$ cat src/rtl/gigatron_video_capture.sv
// Captures Gigatron OUT-port video: locks to vsync/hsync, decimates lines,
// and queues {row, column, colour} entries through a 4-deep FIFO to a sink.
module gigatron_video_capture #(
    parameter int unsigned H_START  = 12,
    parameter int unsigned H_PIXELS = 160,
    parameter int unsigned V_START  = 33,
    parameter int unsigned V_LINES  = 480,
    parameter int unsigned V_DIV    = 4
) (
    input  logic       clk,
    input  logic       reset_n,
    input  logic [7:0] out,
    input  logic       enable,
    input  logic       ovf_clr,
    input  logic       pix_ready,
    output logic       pix_valid,
    output logic [5:0] pix_data,
    output logic [7:0] pix_x,
    output logic [6:0] pix_y,
    output logic       frame_start,
    output logic       locked,
    output logic       overflow
);

    localparam int unsigned HCNT_W     = 8;
    localparam int unsigned VCNT_W     = 10;
    localparam int unsigned COL_W      = 6;
    localparam int unsigned X_W        = 8;
    localparam int unsigned Y_W        = 7;
    localparam int unsigned FIFO_DEPTH = 4;
    localparam int unsigned PTR_W      = 2;
    localparam int unsigned CNT_W      = 3;
    localparam int unsigned DIV_SH     = $clog2(V_DIV);

    localparam logic [HCNT_W-1:0] H_FIRST    = HCNT_W'(H_START);
    localparam logic [HCNT_W-1:0] H_LAST     = HCNT_W'(H_START + H_PIXELS - 1);
    localparam logic [VCNT_W-1:0] V_FIRST    = VCNT_W'(V_START);
    localparam logic [VCNT_W-1:0] V_END      = VCNT_W'(V_START + V_LINES);
    localparam logic [VCNT_W-1:0] V_DIV_MASK = VCNT_W'(V_DIV - 1);
    localparam logic [CNT_W-1:0]  CNT_FULL   = CNT_W'(FIFO_DEPTH);

    typedef enum logic [1:0] {
        SEARCH = 2'd0,
        VBLANK = 2'd1,
        ACTIVE = 2'd2
    } state_t;

    typedef struct packed {
        logic [Y_W-1:0]   y;
        logic [X_W-1:0]   x;
        logic [COL_W-1:0] colour;
    } pix_entry_t;

    state_t              state;
    state_t              next_state;
    logic [7:0]          out_q;
    logic [HCNT_W-1:0]   hcnt;
    logic [VCNT_W-1:0]   vcnt;
    logic [VCNT_W-1:0]   vcnt_inc;
    logic [VCNT_W-1:0]   rel_line;
    logic                hs_rise;
    logic                vs_rise;

    pix_entry_t          fifo_mem [FIFO_DEPTH];
    pix_entry_t          push_entry;
    pix_entry_t          head;
    logic [PTR_W-1:0]    wr_ptr;
    logic [PTR_W-1:0]    rd_ptr;
    logic [CNT_W-1:0]    count;
    logic [CNT_W-1:0]    count_n;
    logic                push;
    logic                pop;
    logic                accept;
    logic                drop;

    assign hs_rise  = out[6] & ~out_q[6];
    assign vs_rise  = out[7] & ~out_q[7];
    assign vcnt_inc = vcnt + VCNT_W'(1);
    assign rel_line = vcnt - V_FIRST;

    // Sync edge detection and raster counters
    always_ff @(posedge clk or negedge reset_n) begin
        if (!reset_n) begin
            out_q <= 8'hC0;
            hcnt  <= '0;
            vcnt  <= '0;
        end else begin
            out_q <= out;
            if (hs_rise) begin
                hcnt <= '0;
            end else if (hcnt != '1) begin
                hcnt <= hcnt + HCNT_W'(1);
            end
            if (vs_rise) begin
                vcnt <= '0;
            end else if (hs_rise) begin
                vcnt <= vcnt_inc;
            end
        end
    end

    always_ff @(posedge clk or negedge reset_n) begin
        if (!reset_n) begin
            state       <= SEARCH;
            locked      <= 1'b0;
            frame_start <= 1'b0;
        end else begin
            state       <= next_state;
            locked      <= (next_state != SEARCH);
            frame_start <= vs_rise & enable;
        end
    end

    // Next state, capture decision and FIFO handshake
    always_comb begin
        next_state = state;
        push       = 1'b0;
        push_entry = '0;
        pop        = pix_valid & pix_ready;
        accept     = 1'b0;
        drop       = 1'b0;
        count_n    = count;

        if (!enable) begin
            next_state = SEARCH;
        end else if (vs_rise) begin
            next_state = VBLANK;
        end else if (hs_rise) begin
            if (vcnt == '1) begin
                next_state = SEARCH;
            end else if (state == VBLANK && vcnt_inc == V_FIRST) begin
                next_state = ACTIVE;
            end else if (state == ACTIVE && vcnt_inc == V_END) begin
                next_state = VBLANK;
            end
        end

        if (state == ACTIVE && (rel_line & V_DIV_MASK) == '0
                && hcnt >= H_FIRST && hcnt <= H_LAST) begin
            push = 1'b1;
        end
        push_entry.y      = Y_W'(rel_line >> DIV_SH);
        push_entry.x      = X_W'(hcnt - H_FIRST);
        push_entry.colour = out_q[5:0];

        // A full FIFO still takes a push when the head leaves in the same cycle
        accept  = push & ((count != CNT_FULL) | pop);
        drop    = push & ~accept;
        count_n = count + CNT_W'(accept) - CNT_W'(pop);
    end

    always_ff @(posedge clk or negedge reset_n) begin
        if (!reset_n) begin
            for (int unsigned i = 0; i < FIFO_DEPTH; i++) begin
                fifo_mem[i] <= '0;
            end
            wr_ptr    <= '0;
            rd_ptr    <= '0;
            count     <= '0;
            pix_valid <= 1'b0;
            overflow  <= 1'b0;
        end else begin
            if (accept) begin
                fifo_mem[wr_ptr] <= push_entry;
                wr_ptr           <= wr_ptr + PTR_W'(1);
            end
            if (pop) begin
                rd_ptr <= rd_ptr + PTR_W'(1);
            end
            count     <= count_n;
            pix_valid <= (count_n != '0);
            if (drop) begin
                overflow <= 1'b1;
            end else if (ovf_clr) begin
                overflow <= 1'b0;
            end
        end
    end

    assign head     = fifo_mem[rd_ptr];
    assign pix_data = head.colour;
    assign pix_x    = head.x;
    assign pix_y    = head.y;

endmodule
$ cat config.mk
export PLATFORM = sky130hd
export DESIGN_NAME = gigatron_video_capture
export DESIGN_NICKNAME = d
export VERILOG_FILES = /design/src/rtl/gigatron_video_capture.sv
export SDC_FILE = /design/constraint.sdc
export NUM_CORES = 1
export LEC_CHECK = 0
export ABC_AREA = 1
export CAP_MARGIN = 25
export CORE_ASPECT_RATIO = 0.6
export CORE_MARGIN = 10
export CORE_UTILIZATION = 53
export CTS_CLUSTER_DIAMETER = 200
export CTS_CLUSTER_SIZE = 8
export DETAILED_ROUTE_END_ITERATION = 7
export PLACE_DENSITY = 0.75
export SLEW_MARGIN = 20
export SYNTH_ARGS = -nofsm -noshare
export SYNTH_HDL_FRONTEND = slang
export SYNTH_SLANG_ARGS = --single-unit
$ cat constraint.sdc
create_clock -name clk -period 2.8 [get_ports clk]
set_clock_uncertainty 0.2 [all_clocks]
set_input_delay 0.84 -clock clk [delete_from_list [all_inputs] [get_ports clk]]
set_output_delay 0.84 -clock clk [all_outputs]
set_load 0.02 [all_outputs]
# Yosys cells after proc, flatten, opt, wreduce, memory -nomap -nowiden

Index checks and enable logic that the tools add are counted.

Magnitude comparators: 5
Reductions and logical operators: 12
Equality and inequality tests: 7
$add $sub $neg: 8
Div/mod/pow operators: 0
Muxes and demuxes: 19
Multipliers: 0
Shift-type cells: 0
Bitwise logic cells: 12

Operators by type and width:

| operator                                               | count |
|---|---|
| bitwise mux 84 bit                                     | 1 |
| 2-to-1 mux 21 bit                                      | 3 |
| binary-select mux 21 bit (select 2 bit)                | 1 |
| demux 21 bit (select 2 bit)                            | 1 |
| equality test 10 bit (second input constant)           | 2 |
| 2-to-1 mux 10 bit                                      | 2 |
| 2-to-1 mux 8 bit                                       | 2 |
| 2-to-1 mux 2 bit                                       | 6 |
| adder 10 x 1 -> 10 bit (second input constant)         | 1 |
| equality test 10 x 6 -> 1 bit (second input constant)  | 1 |
| zero test 10 bit                                       | 1 |
| subtractor 9 x 6 -> 9 bit (second input constant)      | 1 |
| adder 8 x 1 -> 8 bit (second input constant)           | 1 |
| >= comparator 8 x 4 -> 1 bit (second input constant)   | 1 |
| less-or-equal comparator 8 bit (second input constant) | 1 |
| != test 8 bit (second input constant)                  | 1 |
| nonzero test 2 bit                                     | 4 |
| subtractor 8 x 4 -> 8 bit (second input constant)      | 1 |
| AND 1 bit                                              | 6 |
| >= comparator 3 bit (second input constant)            | 2 |
| logical AND 1 bit                                      | 6 |
| NOT 2 -> 3 bit                                         | 2 |
| adder 2 x 1 -> 2 bit (second input constant)           | 2 |
| adder 3 x 1 -> 3 bit                                   | 1 |
| 9 further kinds                                        | 13 |

Register bits: 123
Input bits: 13
Memories kept: 0
Latch bits: 0
ROM bits: 0
Output and inout bits: 25
Bits in writable memories: 0
Logic and storage cells: 86

# Depth between registers and ports, before layout

Depth after elaboration: 10
Depth in mapped cells: 14
Mapped depth without buffers: 14

# Worst setup path after synthesis

No wires, ideal clock.

Kind: input-to-reg
Start: input port pix_ready
End: register pix_valid
Arrival time: 2.777 ns
Buffers on the path: 0
Data required time: 2.469 ns
Setup slack: -0.309 ns
Stages on the path: 11
Path through: nand2_1 -> inv_1 -> nor3_1 -> inv_1 -> nand2_1 -> ha_1 -> inv_1 -> ha_1 -> fa_1 -> xor2_1 -> or3_1

Longest elaborated chain between the ends: 6

Ends and longest elaborated chain:

| what                          | RTL line | text |
|---|---|---|
| from (decl)                   | 15       | `input logic pix_ready,` |
| AND 1 bit (*)                 | 119      | `pop = pix_valid & pix_ready;` |
| net pop                       | 72       | `logic pop;` |
| bitwise OR 1 bit              | 147      | `accept = push & ((count != CNT_FULL) \| pop);` |
| AND 1 bit                     | 147      |  |
| adder 3 x 1 -> 3 bit          | 149      | `count_n = count + CNT_W'(accept) - CNT_W'(pop);` |
| subtractor 3 x 1 -> 3 bit (*) | 149      |  |
| net count_n[2]                | 70       | `logic [CNT_W-1:0] count_n;` |
| nonzero test 3 bit (*)        | 171      | `pix_valid <= (count_n != '0);` |
| to (signal assigned)          | 171      |  |
| to (decl)                     | 16       | `output logic pix_valid,` |

Mark *: on every way through the listed nets, which the timed path passes. The rest lies on a longest branch.
A chain may end at the register's enable or synchronous reset.

# Worst setup path after layout

Ends and elaborated chain as after synthesis.

==> impl_metrics.json <==
{
  "antenna_left": 0,
  "grt_pass1_vias": 4894,
  "port_buffers": 37,
  "hold_path.class": "input port to async pin",
  "finalNetCount": 753,
  "cts-root-buf": "clkbuf_16",
  "hold_violations": 0,
  "place_ws_ps": -503,
  "insertion_delay_ps": 410,
  "antenna_found_initial": 0,
  "rows": 29,
  "die_width_microns": 157,
  "synth_seq_cells": 123,
  "cts_tree": "done",
  "n_antenna_cell": 0,
  "cp-start-kind": "input port",
  "totalWireLength_mm": 14.6,
  "fp.dieH_microns": 102,
  "setup_ws_ps": -48.9,
  "grt_overflow": 0,
  "grt_use_met3_pct": 5.16,
  "cts_buffers": 17,
  "layout_commonest_cell": "nand2_1",
  "area_growth_pct": 22.4,
  "synth_cell_type_count": 31,
  "ys_seq_area_share_pct": 51.9,
  "clock_path_buffers": 2,
  "critPathArrivalTime_ps": 2930,
  "layout_common_cells": "144 x nand2_1, 120 x dfrtp_1, 66 x o21ai_1",
  "p_per_area_nw_per_um2": 841,
  "setup_violations": 1,
  "synth_area_sq_um": 5930,
  "ios": 38,
  "fill_cells": 817,
  "htree_num_levels": 4,
  "use_met2_pct": 30.7,
  "critPathCaptureType": "register",
  "rsz0062_at_grt": "true",
  "initial_core_util_pct": 55.2,
  "critPathMaxStageDelay_ps": 450,
  "use_met1_pct": 25.2,
  "die-area_sq_um": 16000,
  "slew_violations": 0,
  "gr-max-usage-layer": "met2",
  "cpMaxStageDelayCell": "clkdlybuf4s50_1",
  "clkTransAtPathRegs_ps": 60,
  "timing.final.crit_share_pct": 102,
  "syn_area_per_cell_sq_um": 8.95,
  "fmax_mhz": 351,
  "cts.hold.buffers_added": 0,
  "maxCapViolCount": 0,
  "gp_congestion": 0.856,
  "path_buf_inv": 4,
  "stdcell_count": 876,
  "ir_drop_uv": 511,
  "track_usage_pct": 19.2,
  "vias_per_cell": 5.60,
  "path_delay_family": "adder cells",
  "dr.pass1.iters": 5,
  "via_count": 4904,
  "worst_slew_pin_slew_ps": 489,
  "synth.yosys.warnings": 0,
  "routedWlPerCell_microns": 16.7,
  "path_cells": "clkdlybuf4s50_1 -> nand2_1 -> inv_2 -> nor3_2 -> inv_2 -> nand2_2 -> ha_4 -> inv_2 -> ha_4 -> fa_2 -> xor2_1 -> or3_1",
  "period_needed_ps": 2850,
  "crit_required_ps": 2880,
  "synthCells": 663,
  "clock-sinks": 123,
  "grt_first_pass_wirelength_mm": 24.7,
  "leakage_uw": 0.00349,
  "violations": "negative setup slack",
  "core_area_sq_um": 10700,
  "synth_nets": 691,
  "relSlewSlack_pct": 67.1,
  "drive_above_1_share_pct": 17.8,
  "placed_cells": 843,
  "grt_max_degree": 44,
  "critical_path.most_common_cell": "inv_2",
  "drc": 0,
  "drtIter0Drc": 442,
  "fin_hold_ws_ps": 135,
  "outcome": "complete, but fails checks",
  "worstSetupPathType": "input port to register",
  "critPathMaxFanout": 2,
  "hpwlAfterDp_mm": 9.78
}
-- metrics by stage --
stage	instance area (sq um)	total power, uW	setup TNS (ps)	util, %
global route	7260	6390	-121	67.6
CTS	7300	6140	-45.6	68.0
detailed placement	6650	3940	-815	61.9
finish	7260	6110	-48.9	67.6
floorplan	5970	3070	-111	-
global placement	6650	3890	-581	61.9
-- flip-flops by register name, summed over array words and instances, names as in the netlist --
signal and cells:
overflow 1, rd_ptr 2, vcnt 10, out_q 8, wr_ptr 2, frame_start 1, fifo_mem 84, pix_valid 1
state 2, count 3, hcnt 8, locked 1
-- metal layers --
metal  share of wire, %  routed length (microns)
met5                  0                        0
met4                1.3                      188
met3                6.2                      906
met2                 47                     6810
met1                 46                     6700
-- power by group --
group / internal (uW) / leakage [uW] / switching [uW]
Clock: 1480 / 0.000303 / 750
Combinational: 735 / 0.00153 / 1210
Sequential: 1860 / 0.00167 / 74.1
Total: 4080 / 0.00349 / 2030
-- area by class of cell --
cell class	count	area, sq um	share of cell area [%]
clock inverter	8	115	1.59
inverter	55	206	2.84
clock buffer	23	488	6.72
multi-input combinational	452	2450	33.8
timing repair buffer	76	743	10.2
sequential	123	3080	42.4
tap	139	174	2.40
-- Yosys cell counts, drive strengths merged --
master,number,area [sq um]
nand2,146,551
o211ai,1,12.5
o31ai,1,7.51
buf,21,209
nand3,23,165
fa,1,20.0
nor2,62,233
xor2,13,114
a22oi,1,7.51
dfstp,2,52.6
or3,1,6.26
inv,55,206
xnor2,2,17.5
a21oi,6,41.3
dfrtp,121,3030
o22ai,24,150
o21ai,143,787
o311ai,1,16.3
ha,14,175
nor3,5,25.0
a31oi,3,18.8
nand4,4,25.0
clkbuf,12,45.0
nand3b,1,20.0
-- kinds of logic (layout without fill, tap and decap cells) --
group	after synthesis	in the layout	share of synthesized area (%)
AND/OR/NAND/NOR	242	242	17.3
flip-flops	123	123	51.9
buffers and inverters	88	162	7.76
adder cells (fa/ha/maj)	15	15	3.29
XOR/XNOR	15	15	2.21
AO/OA/AOI/OAI	180	180	17.5
-- repair_timing --
| item | CTS | global route |
|---|---|---|
| pin swaps | 2 | 2 |
| setup endpoints to repair | 22 | 21 |
| resized for setup | 56 | 24 |
| setup buffers | 2 | 0 |
-- final timing paths --
path	startpoint	end	slack (ps)	cells after the start
setup / recovery	pix_ready	pix_valid	-50	12
hold / removal	reset_n	vcnt[6]	130	1
setup reg to reg	hcnt[3]	pix_valid	-30	13
hold reg to reg	fifo_mem[55]	fifo_mem[55]	280	2
max in group asynchronous	reset_n	out_q[6]	1650	2
min in group clk	fifo_mem[55]	fifo_mem[55]	280	2
No activity file was read; power rests on OpenSTA's default activity.
